`src/rtl/axis_frame_pkg.sv`:
```
`default_nettype none
// =============================================================================
// Module      : axis_frame_pkg
// Description : Shared types and defaults for the AXI-Stream frame sink.
// Revision    : 1.0 - initial release
// =============================================================================
package axis_frame_pkg;

    typedef enum logic [1:0] {
        IDLE = 2'd0,
        RECV = 2'd1,
        DONE = 2'd2
    } state_t;

    localparam int DEFAULT_DATA_W     = 32;
    localparam int DEFAULT_DEPTH      = 64;
    localparam int DEFAULT_ADDR_W     = 6;
    localparam int DEFAULT_EXPECT_LEN = 64;

    localparam logic [DEFAULT_DATA_W/8-1:0] KEEP_ALL = '1;

endpackage
`default_nettype wire

```
`src/rtl/frame_buf_ram.sv`:
```
`default_nettype none
// =============================================================================
// Module      : frame_buf_ram
// Description : DEPTH x DATA_W simple dual-port RAM, sync write, registered read.
// Revision    : 1.0 - initial release
// =============================================================================
module frame_buf_ram #(
    parameter int DATA_W = 32,
    parameter int DEPTH  = 64,
    parameter int ADDR_W = 6
) (
    input  logic              clock,
    input  logic              reset,
    input  logic              we,
    input  logic [ADDR_W-1:0] waddr,
    input  logic [DATA_W-1:0] wdata,
    input  logic [ADDR_W-1:0] raddr,
    output logic [DATA_W-1:0] rdata
);

    logic [DATA_W-1:0] r_mem [DEPTH];

    // Storage carries no reset so it maps onto RAM primitives.
    always_ff @(posedge clock) begin
        if (we) begin
            r_mem[waddr] <= wdata;
        end
    end

    always_ff @(posedge clock) begin
        if (reset) begin
            rdata <= '0;
        end else begin
            rdata <= r_mem[raddr];
        end
    end

endmodule
`default_nettype wire

```
`src/rtl/axis_frame_sink.sv`:
```
`default_nettype none
// =============================================================================
// Module      : axis_frame_sink
// Description : Armed AXI-Stream sink capturing one frame into a buffer.
//               AXIS_FRAME_SINK_CHECKSUM_EN enables the running word checksum.
// Revision    : 1.0 - initial release
// =============================================================================
module axis_frame_sink
    import axis_frame_pkg::*;
#(
    parameter int DATA_W     = DEFAULT_DATA_W,
    parameter int DEPTH      = DEFAULT_DEPTH,
    parameter int ADDR_W     = DEFAULT_ADDR_W,
    parameter int EXPECT_LEN = DEFAULT_EXPECT_LEN
) (
    input  logic                clock,
    input  logic                reset,
    input  logic [DATA_W-1:0]   s_tdata,
    input  logic [DATA_W/8-1:0] s_tkeep,
    input  logic                s_tlast,
    input  logic                s_tvalid,
    output logic                s_tready,
    input  logic                arm,
    output logic                busy,
    output logic                done,
    output logic [31:0]         beat_count,
    output logic                length_error,
    output logic                overflow,
    output logic                keep_error,
    input  logic [ADDR_W-1:0]   rd_addr,
    output logic [DATA_W-1:0]   rd_data,
    output logic [31:0]         checksum
);

    localparam logic [ADDR_W:0]       c_DEPTH      = (ADDR_W + 1)'(DEPTH);
    localparam logic [32:0]           c_EXPECT_LEN = 33'(EXPECT_LEN);
    localparam logic [DATA_W/8-1:0]   c_KEEP_ALL   = '1;

    state_t            r_state;
    state_t            w_state_nxt;
    logic [ADDR_W:0]   r_wr_ptr;
    logic [31:0]       r_beat_count;
    logic              r_length_error;
    logic              r_overflow;
    logic              r_keep_error;
    logic              w_accept;
    logic              w_room;
    logic              w_we;
    logic              w_start;

    assign w_accept = s_tvalid && (r_state == RECV);
    assign w_room   = (r_wr_ptr < c_DEPTH);
    assign w_we     = w_accept && w_room;
    assign w_start  = (r_state == IDLE) && arm;

    always_comb begin
        w_state_nxt = r_state;
        s_tready    = 1'b0;
        busy        = 1'b0;
        done        = 1'b0;
        case (r_state)
            IDLE: begin
                if (arm) begin
                    w_state_nxt = RECV;
                end
            end
            RECV: begin
                s_tready = 1'b1;
                busy     = 1'b1;
                // Abort wins over a closing beat; the beat itself is still counted.
                if (!arm) begin
                    w_state_nxt = IDLE;
                end else if (w_accept && s_tlast) begin
                    w_state_nxt = DONE;
                end
            end
            DONE: begin
                done = 1'b1;
                if (!arm) begin
                    w_state_nxt = IDLE;
                end
            end
            default: begin
                w_state_nxt = IDLE;
            end
        endcase
    end

    always_ff @(posedge clock) begin
        if (reset) begin
            r_state <= IDLE;
        end else begin
            r_state <= w_state_nxt;
        end
    end

    always_ff @(posedge clock) begin
        if (reset || w_start) begin
            r_wr_ptr       <= '0;
            r_beat_count   <= '0;
            r_length_error <= 1'b0;
            r_overflow     <= 1'b0;
            r_keep_error   <= 1'b0;
        end else if (w_accept) begin
            if (w_room) begin
                r_wr_ptr <= r_wr_ptr + 1'b1;
            end else begin
                r_overflow <= 1'b1;
            end
            if (r_beat_count != '1) begin
                r_beat_count <= r_beat_count + 32'd1;
            end
            if (s_tkeep != c_KEEP_ALL) begin
                r_keep_error <= 1'b1;
            end
            // Widened so a saturated count never aliases onto EXPECT_LEN.
            if (s_tlast) begin
                r_length_error <= (({1'b0, r_beat_count} + 33'd1) != c_EXPECT_LEN);
            end
        end
    end

    assign beat_count   = r_beat_count;
    assign length_error = r_length_error;
    assign overflow     = r_overflow;
    assign keep_error   = r_keep_error;

`ifdef AXIS_FRAME_SINK_CHECKSUM_EN
    logic [31:0] r_checksum;

    always_ff @(posedge clock) begin
        if (reset || w_start) begin
            r_checksum <= '0;
        end else if (w_accept) begin
            r_checksum <= r_checksum + 32'(s_tdata);
        end
    end

    assign checksum = r_checksum;
`else
    assign checksum = 32'd0;
`endif

    frame_buf_ram #(
        .DATA_W (DATA_W),
        .DEPTH  (DEPTH),
        .ADDR_W (ADDR_W)
    ) u_frame_buf_ram (
        .clock (clock),
        .reset (reset),
        .we    (w_we),
        .waddr (r_wr_ptr[ADDR_W-1:0]),
        .wdata (s_tdata),
        .raddr (rd_addr),
        .rdata (rd_data)
    );

endmodule
`default_nettype wire

```
`config.mk`:
```
export PLATFORM = sky130hd
export DESIGN_NAME = axis_frame_sink
export DESIGN_NICKNAME = d
export VERILOG_FILES = /design/src/rtl/axis_frame_pkg.sv /design/src/rtl/frame_buf_ram.sv /design/src/rtl/axis_frame_sink.sv
export SDC_FILE = /design/constraint.sdc
export NUM_CORES = 2
export LEC_CHECK = 0
export CAP_MARGIN = 20
export CORE_AREA = 2 2 345 688
export DETAILED_ROUTE_END_ITERATION = 10
export DIE_AREA = 0 0 347 690
export PLACE_DENSITY = 0.6
export SYNTH_ARGS = -nofsm -noshare
export SYNTH_HDL_FRONTEND = slang
export SYNTH_SLANG_ARGS = --single-unit
```
`constraint.sdc`:
```
create_clock -name clock -period 3.05 [get_ports clock]
set_input_delay 0.61 -clock clock [delete_from_list [all_inputs] [get_ports clock]]
set_output_delay 0.61 -clock clock [all_outputs]
set_load 0.01 [all_outputs]
```
==> out/metrics.cfg <==
[sta]
tns_ns = 0
fin_crit_sh = 0.890
clock.fmax_ghz = 0.369
max_slew_margin = 0.255
finalHoldViolCount = 0
finClkSkew_ns = 0.0677
worst_slew_pin_slew_ns = 1.12
maxSlewViolCount = 0
rsz0062_at_grt = no
setup_viol = 0
post-route-min-period_ns = 2.71

[drt]
antenna_left = 0
drtIter0Drc = 3634
vias_per_cell = 5.47
drt-total-wl_um = 233000
drt-wirelength-per-cell_um = 32.6
drc_errors = 0
firstDrtPassIters = 7
vias = 39200

[worst_setup_path]
path_delay_family = simple AND/OR/NAND/NOR gates
slowest_delay_ns = 0.52
crit_arrival_ns = 3.36
cp-end-kind = register
cp-start-kind = register
worstSetupPathType = register to register
path_cells = ha_1 -> and3_1 -> nand2_1 -> nor3_2 -> nand3_1 -> a2111oi_0 -> a31oi_1
cp_max_fo = 8
crit_buf_inv = 0
cp.required_ns = 3.69
crit_slowest_cell = a2111oi_0

[logic_synthesis]
synth-edff-count = 2048
yosysSeqAreaShare = 0.773
synth-main-ff-cell = edfxtp_1
async_flop_share = 0
syn-cell-area_um2 = 81600
ys_seq_elements = 2124
ys_types = 53
synth_warnings = 0
syn_inst = 3522
syn_avg_cell_area_um2 = 23.2

[clock_tree]
post_cts_resized = 0
clkTransAtPathRegs_ns = 0.07
numCtsBuffers = 182
htreeDepth = 4
hold_buffers = 0
cts_tree = built
clkLatencyLatePin_ns = 0.84
cts_setup_buffers = 0
cts_sinks = 2124
clockBufferDepth = 4
root_buffer = clkbuf_16

[status]
status = finished, final reports clean

[global_route]
grt_pass1_vias = 40700
overflow = 0
grt_usage = 0.192
antenna_found_initial = 14
grt_pass1_wl_um = 323000
grt_max_degree = 65

[pwr]
power_density_nw_per_um2 = 606
ir_drop_mv = 0.436
total_leakage_power_nw = 29.8

[place]
placed_cell_area_um2 = 90100
hpwl_um = 149000
place_congestion = 0.799
portBuffers = 116

[cells_and_area]
drive_above_1_share = 0.328
final_area_um2 = 96200
fillers = 20000
nNetsFinal = 4031
final_cell_mix = edfxtp_1 (2048), mux4_2 (611), buf_4 (210), clkbuf_16 (183), buf_12 (151)
layout_commonest_cell = edfxtp_1
area_growth_pct = 17.9

[floorplan]
coreArea_um2 = 234000
die_width_um = 347
rows = 251
die-area_um2 = 239000
ios = 149
start_util = 0.349
die_h_um = 690

[run]
maxCapViolations = 0

[min_path]
min_path_type = input pin to register

==> cell families (layout without fill, tap and decap cells) <==
group / Yosys count / after routing / share of synthesized area
fa+ha+maj: 3 / 3 / 0.000460
xor+xnor: 43 / 43 / 0.00462
other cells: 1 / 36 / 0.0000460
mux: 688 / 688 / 0.178
buf+inv: 235 / 803 / 0.0156
simple gates: 296 / 296 / 0.0175
flops: 2124 / 2124 / 0.773
compound gates: 132 / 132 / 0.0110
==> Yosys cell counts (all sizes together), types with 6 or more instances <==
cell | instances | area (µm²)
nor3 | 15 | 80.1
buf | 159 | 983
dfxtp | 76 | 1520
nor2 | 130 | 488
a22oi | 29 | 218
o22ai | 20 | 125
nand3 | 22 | 110
nand2 | 41 | 154
mux4 | 611 | 13800
a21oi | 25 | 125
o21ai | 10 | 50.0
mux2i | 70 | 701
nand3b | 8 | 60.1
xor2 | 33 | 289
and3 | 10 | 62.6
clkbuf | 73 | 275
nor4 | 8 | 65.1
nand4 | 23 | 144
nor2b | 14 | 87.6
a31oi | 7 | 43.8
xnor2 | 10 | 87.6
or3 | 6 | 37.5
a211oi | 23 | 173
edfxtp | 2048 | 61500
mux2 | 7 | 78.8
==> through the flow <==
stage | power (mW) | std cells | setup WS [ns] | hold slack [ns] | utilization
after global routing | 59.7 | 7159 | 0.184 | 0.0424 | 0.411
after global placement | 35.6 | 6822 | -0.377 | 0.457 | 0.385
after CTS | 58.7 | 7146 | 0.253 | 0.254 | 0.410
final | 58.3 | 7161 | 0.336 | 0.0494 | 0.411
after floorplan | 34.2 | 3553 | -0.248 | 0.452 | -
after detailed placement | 35.6 | 6822 | -0.358 | 0.470 | 0.385
==> report_power, final <==
part | internal [mW] | switching, mW | leakage, nW
clock | 12.8 | 10.5 | 2.82
combinational | 1.29 | 1.59 | 7.97
sequential | 32.0 | 0.0717 | 19.0
total | 46.1 | 12.2 | 29.8
==> registers in the layout, summed over array words and instances, names as in the netlist <==
name / flops
r_state: 2
u_frame_buf_ram.r_mem: 2048
length_error: 1
r_wr_ptr: 7
beat_count: 32
overflow: 1
keep_error: 1
u_frame_buf_ram.rdata: 32
==> worst reg2reg max path: stages, from the launching register on <==
cell and delay, ns:
dfxtp_1 0.48, ha_1 0.36, and3_1 0.37, nand2_1 0.11, nor3_2 0.40, nand3_1 0.18, a2111oi_0 0.52, a31oi_1 0.16
==> layout make-up <==
| type | count | area [µm²] | area share |
|---|---|---|---|
| well taps | 3036 | 3800 | 0.0395 |
| flip-flops and latches | 2124 | 63000 | 0.655 |
| diodes | 4 | 10.0 | 0.000104 |
| inverters | 3 | 11.3 | 0.000117 |
| clock buffers | 222 | 4810 | 0.0500 |
| multi-input cells | 1194 | 17900 | 0.186 |
| repair buffers | 476 | 5620 | 0.0584 |
| clock inverters | 102 | 1020 | 0.0106 |
==> metal layers <==
layer	share of wire	track usage	wire length [µm]
met2	0.57	0.372	132000
met3	0.042	0.0186	9870
met1	0.35	0.214	81400
met4	0.042	0.0767	9900
met5	0.00036	0	83
==> worst paths after layout <==
kind                                   endpoint          start  cells after the start  slack (ns)
setup / recovery                   length_error  beat_count[1]                      7        0.34
hold / removal    u_frame_buf_ram.r_mem[13][10]    s_tdata[10]                      1        0.05
setup reg to reg                   length_error  beat_count[1]                      7        0.34
hold reg to reg                        overflow       overflow                      2        0.48
(Power assumes the default switching activity.)
